### config.mk
export PLATFORM = sky130hd
export DESIGN_NAME = topk_argmax
export DESIGN_NICKNAME = d
export VERILOG_FILES = /design/src/rtl/topk_argmax.sv
export SDC_FILE = /design/constraint.sdc
export NUM_CORES = 1
export LEC_CHECK = 0
export ABC_AREA = 1
export CORE_AREA = 2 2 90 156
export DETAILED_ROUTE_END_ITERATION = 16
export DIE_AREA = 0 0 92 158
export MAX_ROUTING_LAYER = met4
export PLACE_DENSITY = 0.86
export REMOVE_ABC_BUFFERS = 1
export SKIP_CTS_REPAIR_TIMING = 1
export SLEW_MARGIN = 20
export SYNTH_ARGS = -nofsm -noshare
export SYNTH_HDL_FRONTEND = slang
export SYNTH_SLANG_ARGS = --single-unit
export TNS_END_PERCENT = 30
### constraint.sdc
create_clock -name clk -period 9.1 [get_ports clk]
set_input_delay 1.82 -clock clk [delete_from_list [all_inputs] [get_ports clk]]
set_output_delay 1.82 -clock clk [all_outputs]
set_load 0.02 [all_outputs]
### src/rtl/topk_argmax.sv
`timescale 1ns/1ps
// topk_argmax: captures a vector of numOutputs scores on a start handshake,
// scans LANES scores per cycle and reports the best and second-best
// index/value pairs through a valid/ready result handshake.
//
// Ports:
//   clk, reset           rising-edge clock, asynchronous active-high reset
//   start / startReady   capture request; accepted when both are high (IDLE only)
//   dataIn               flat score vector, score i at [i*dataWidth +: dataWidth]
//   busy                 high while scanning
//   outValid / outReady  result handshake (DONE state)
//   maxIndex/maxValue    largest score and its lowest index
//   secondIndex/Value    best score among all other indices
//   margin               maxValue - secondValue, present only when the
//                        TOPK_MARGIN_EN macro is defined
//
// Ties resolve to the lowest index: lanes merge in ascending index order and a
// candidate only displaces a holder when strictly greater.
module topk_argmax #(
  parameter int dataWidth    = 8,
  parameter int numOutputs   = 10,
  parameter int LANES        = 2,
  parameter int SIGNED       = 0,
  parameter int addressWidth = $clog2(numOutputs)
) (
  input  logic                            clk,
  input  logic                            reset,
  input  logic                            start,
  output logic                            startReady,
  input  logic [dataWidth*numOutputs-1:0] dataIn,
  output logic                            busy,
  output logic                            outValid,
  input  logic                            outReady,
  output logic [addressWidth-1:0]         maxIndex,
  output logic [dataWidth-1:0]            maxValue,
  output logic [addressWidth-1:0]         secondIndex,
  output logic [dataWidth-1:0]            secondValue
`ifdef TOPK_MARGIN_EN
  ,
  output logic [dataWidth:0]              margin
`endif
);

  localparam int NG = (numOutputs + LANES - 1) / LANES;
  localparam int GW = (NG > 1) ? $clog2(NG) : 1;
  localparam int GV = LANES * dataWidth;
  localparam int PW = NG * GV;
  localparam int IW = $clog2(NG * LANES) + 1;

  typedef enum logic [1:0] {IDLE, SCAN, DONE} state_t;

  state_t state, nextState;

  logic [dataWidth*numOutputs-1:0] capture;
  logic [GW-1:0]                   group;
  logic                            lastGroup;

  // Running (best, second) pair carried across scan cycles.
  logic                    bestValid, secValid;
  logic [dataWidth-1:0]    bestVal, secVal;
  logic [addressWidth-1:0] bestIdx, secIdx;

  function automatic logic greater(input logic [dataWidth-1:0] a,
                                   input logic [dataWidth-1:0] b);
    if (SIGNED != 0) return $signed(a) > $signed(b);
    else             return a > b;
  endfunction

  // Zero-pad the capture so the last partial group can be sliced uniformly;
  // padded lanes are masked by index below and never win.
  logic [PW-1:0] padded;
  logic [GV-1:0] groupVec [NG];
  logic [GV-1:0] curGroup;

  assign padded = PW'(capture);

  for (genvar gi = 0; gi < NG; gi++) begin : g_grp
    assign groupVec[gi] = padded[gi*GV +: GV];
  end

  assign curGroup  = groupVec[group];
  assign lastGroup = (group == GW'(NG - 1));

  // Merge chain: each lane folds one candidate into the pair from the
  // previous lane, starting from the registered running pair.
  for (genvar li = 0; li < LANES; li++) begin : g_lane
    logic                    inBV, inSV, outBV, outSV;
    logic [dataWidth-1:0]    inBVal, inSVal, outBVal, outSVal, val;
    logic [addressWidth-1:0] inBIdx, inSIdx, outBIdx, outSIdx;
    logic [IW-1:0]           idxWide;
    logic                    live, takeBest, takeSec;

    if (li == 0) begin : g_first
      assign inBV   = bestValid;
      assign inBVal = bestVal;
      assign inBIdx = bestIdx;
      assign inSV   = secValid;
      assign inSVal = secVal;
      assign inSIdx = secIdx;
    end else begin : g_next
      assign inBV   = g_lane[li-1].outBV;
      assign inBVal = g_lane[li-1].outBVal;
      assign inBIdx = g_lane[li-1].outBIdx;
      assign inSV   = g_lane[li-1].outSV;
      assign inSVal = g_lane[li-1].outSVal;
      assign inSIdx = g_lane[li-1].outSIdx;
    end

    assign val      = curGroup[li*dataWidth +: dataWidth];
    assign idxWide  = IW'(group) * IW'(LANES) + IW'(li);
    assign live     = idxWide < IW'(numOutputs);
    assign takeBest = live && (!inBV || greater(val, inBVal));
    assign takeSec  = live && !takeBest && (!inSV || greater(val, inSVal));

    // A displaced best drops into second place.
    assign outBV   = inBV | live;
    assign outBVal = takeBest ? val : inBVal;
    assign outBIdx = takeBest ? addressWidth'(idxWide) : inBIdx;
    assign outSV   = takeBest ? inBV   : (takeSec | inSV);
    assign outSVal = takeBest ? inBVal : (takeSec ? val : inSVal);
    assign outSIdx = takeBest ? inBIdx : (takeSec ? addressWidth'(idxWide) : inSIdx);
  end

  logic                    finBV, finSV;
  logic [dataWidth-1:0]    finBVal, finSVal;
  logic [addressWidth-1:0] finBIdx, finSIdx;

  assign finBV   = g_lane[LANES-1].outBV;
  assign finBVal = g_lane[LANES-1].outBVal;
  assign finBIdx = g_lane[LANES-1].outBIdx;
  assign finSV   = g_lane[LANES-1].outSV;
  assign finSVal = g_lane[LANES-1].outSVal;
  assign finSIdx = g_lane[LANES-1].outSIdx;

`ifdef TOPK_MARGIN_EN
  logic [dataWidth:0] extBest, extSec, finMargin;
  assign extBest   = (SIGNED != 0) ? {finBVal[dataWidth-1], finBVal} : {1'b0, finBVal};
  assign extSec    = (SIGNED != 0) ? {finSVal[dataWidth-1], finSVal} : {1'b0, finSVal};
  assign finMargin = extBest - extSec;
`endif

  always_ff @(posedge clk or posedge reset) begin
    if (reset) begin
      state       <= IDLE;
      group       <= '0;
      capture     <= '0;
      bestValid   <= 1'b0;
      secValid    <= 1'b0;
      bestVal     <= '0;
      secVal      <= '0;
      bestIdx     <= '0;
      secIdx      <= '0;
      maxIndex    <= '0;
      maxValue    <= '0;
      secondIndex <= '0;
      secondValue <= '0;
`ifdef TOPK_MARGIN_EN
      margin      <= '0;
`endif
    end else begin
      state <= nextState;
      case (state)
        IDLE: begin
          if (start) begin
            capture   <= dataIn;
            bestValid <= 1'b0;
            secValid  <= 1'b0;
            group     <= '0;
          end
        end
        SCAN: begin
          bestValid <= finBV;
          bestVal   <= finBVal;
          bestIdx   <= finBIdx;
          secValid  <= finSV;
          secVal    <= finSVal;
          secIdx    <= finSIdx;
          if (lastGroup) begin
            maxIndex    <= finBIdx;
            maxValue    <= finBVal;
            secondIndex <= finSIdx;
            secondValue <= finSVal;
`ifdef TOPK_MARGIN_EN
            margin      <= finMargin;
`endif
          end else begin
            group <= group + 1'b1;
          end
        end
        default: ;
      endcase
    end
  end

  always_comb begin
    nextState  = state;
    startReady = 1'b0;
    busy       = 1'b0;
    outValid   = 1'b0;
    case (state)
      IDLE: begin
        startReady = 1'b1;
        if (start) nextState = SCAN;
      end
      SCAN: begin
        busy = 1'b1;
        if (lastGroup) nextState = DONE;
      end
      DONE: begin
        outValid = 1'b1;
        if (outReady) nextState = IDLE;
      end
      default: nextState = IDLE;
    endcase
  end

endmodule

==> impl_metrics.yaml <==
run_status:
  outcome: "completed"
synthesis:
  syn_area_per_cell_um2: 7.59
  synth.area.top_cells: "dfrtp_1 (44%), nand2_1 (21%), ha_1 (5.7%)"
  ys.flop_type: "dfrtp_1"
  syn_area_mm2: 0.00766
  yosysTopAreaCell: "dfrtp_1"
  synthMostInstantiatedCell: "nand2_1"
  synth.distinct_cells: 41
  synth_common_cells: "nand2_1 (435), dfrtp_1 (135), inv_1 (68), nand3_1 (59), o21ai_0 (57)"
  ys_ff_latch: 135
  ys_seq_area_share_pct: 44.1
  ys_warn_count: 0
  synth_async_sr_flop_share_pct: 100
  synth_edf_count: 0
  yosysTopAreaCellShare_pct: 44.1
  netlist_instances: 1009
worst_hold_path:
  hold_path.class: "flop to flop"
route:
  wl_per_cell_um: 15.8
  first_pass_iters: 6
  routed_wl_mm: 20.2
  viasPerCell: 5.43
  ant_nets: 0
  vias: 6939
  drc_errors: 0
  drt-initial-drc-count: 446
clock_tree:
  clk_latency_ns: 0.43
  clk_pin_slew_worst_paths_ns: 0.07
  h-tree-depth: 4
  tritoncts: "yes"
  cts_sinks: 135
  clock_path_buffers: 2
  cts_made_buffers: 17
  clockRootBuffer: "clkbuf_16"
placement:
  placedInstanceArea_mm2: 0.00871
  dp_hpwl_mm: 13.9
  port_buffers: 110
  dp_slack_ns: 3.30
  place_congestion: 0.969
worst_setup_path:
  slowest_delay_ns: 0.68
  cp-start-kind: "flop"
  critical_path.most_common_cell: "nand2_1"
  cp-end-kind: "flop"
  cp_data_required_time_ns: 9.40
  path_class: "flop to flop"
  worstPathMaxFanout: 38
  cp_slowest_cell: "dfrtp_1"
  arrival_ns: 6.25
timing:
  fin_worst_skew_ns: 0.0103
  slew_headroom_pct: 33.8
  layout_min_cycle_time_ns: 5.94
  hold_violations: 0
  timing.final.crit_share_pct: 65.3
  tns_ns: 0
  fmax_mhz: 168
  setup_violations: 0
  setup_slack_ns: 3.16
  rsz0062_at_grt: "no"
  worst_pin_slew_ns: 0.990
  maxSlewViolCount: 0
floorplan:
  fp.dieH_um: 158
  die_x_um: 92
  io_pins: 111
  initial_utilization_pct: 57.5
  die-area_mm2: 0.0145
  num_rows: 56
  coreArea_mm2: 0.0133
grt:
  antenna_found_initial: 0
  grt_overflow: 0
  first_global_vias: 6901
  grt_start_max_net_pins: 110
  track_usage_pct: 29.7
  grt_first_pass_wirelength_mm: 32.8
cells_and_area:
  syn_to_final_growth_pct: 22.3
  diodes: 0
  nNetsFinal: 1210
  fin_area_mm2: 0.00937
  multiInputGateArea_mm2: 0.00366
  fillerInstances: 1022
  regArea_mm2: 0.00338
  drive_gt1_share_pct: 8.42
flow_run:
  maxCapViolations: 0
## cell usage in the layout (no fill, tap or decap), drive strengths merged, types with 2 or more instances in the layout
cell           netlist  layout
nand2              440     440
ha                  35      35
a21o                 2       2
o21a                 2       2
clkdlybuf4s50        0     110
clkbuf              16      18
nand4                4       4
and2                 7       7
or2                  9       9
nor2                32      32
o211ai              16      16
inv                 82      88
nand3               60      60
dfrtp              135     135
a22oi                8       8
bufinv               0       4
o21ai               94      94
a21oi               23      23
buf                 37       6
clkinv               0       3
## layout make-up
cell class	count	share of cell area, %
multi-input combinational	739	39.0
sequential	135	36.1
timing repair buffer	116	12.2
clock buffer	18	4.69
inverter	82	3.39
tap	174	2.32
clock inverter	14	2.24
## state kept, by name, summed over array words and instances, names as in the netlist, 8 cells and up
signal / cells
bestVal: 8
capture: 80
g_lane.inSVal: 8
maxValue: 8
secondValue: 8
## through the flow
stage	utilization [%]	cells	hold slack, ns
after global routing	70.4	1278	0.497
final	70.4	1278	0.477
after CTS	70.3	1278	0.480
after global placement	65.5	1246	0.460
after floorplan	-	956	0.449
after detailed placement	65.5	1246	0.464
## path summary, 6_finish.rpt
| kind | start | to | slack, ns | cells past startpoint |
|---|---|---|---|---|
| max | group[1]$_DFFE_PP0P_ | g_lane[0].inSVal[2]$_DFFE_PP0P_ | 3.16 | 32 |
| min | secondIndex[0]$_DFFE_PP0P_ | secondIndex[0]$_DFFE_PP0P_ | 0.48 | 2 |
| max reg2reg | group[1]$_DFFE_PP0P_ | g_lane[0].inSVal[2]$_DFFE_PP0P_ | 3.16 | 32 |
| min reg2reg | secondIndex[0]$_DFFE_PP0P_ | secondIndex[0]$_DFFE_PP0P_ | 0.48 | 2 |
| max in group asynchronous | reset | group[0]$_DFFE_PP0P_ | 5.94 | 3 |
| min in group asynchronous | reset | capture[17]$_DFFE_PP0P_ | 1.89 | 2 |
## metal layers
metal / share of wire (%) / vias to the layer above / track usage (%)
met3: 3.9 / 76 / 4.38
li1: - / 3379 / -
met1: 37 / 3250 / 31.9
met2: 55 / 234 / 53.0
met4: 4.1 / 0 / 15.4
met5: 0 / - / -
## worst max-delay path, delay by kind of cell (launching register included)
family	cells	cell delay, ns
AO/OA/AOI/OAI	4	0.77
buffers and inverters	5	1.30
flip-flops	1	0.68
AND/OR/NAND/NOR	21	2.36
adder cells (fa/ha/maj)	2	0.64
## cells by family after synthesis
family / synth area share (%)
buffers and inverters: 8.21
AO/OA/AOI/OAI: 12.2
adder cells (fa/ha/maj): 5.72
XOR/XNOR: 0.114
AND/OR/NAND/NOR: 29.6
flip-flops: 44.1
Power is left out: the tool's default activity adds up to more than one toggle a clock period on the data nets, which glitch-free logic cannot reach.
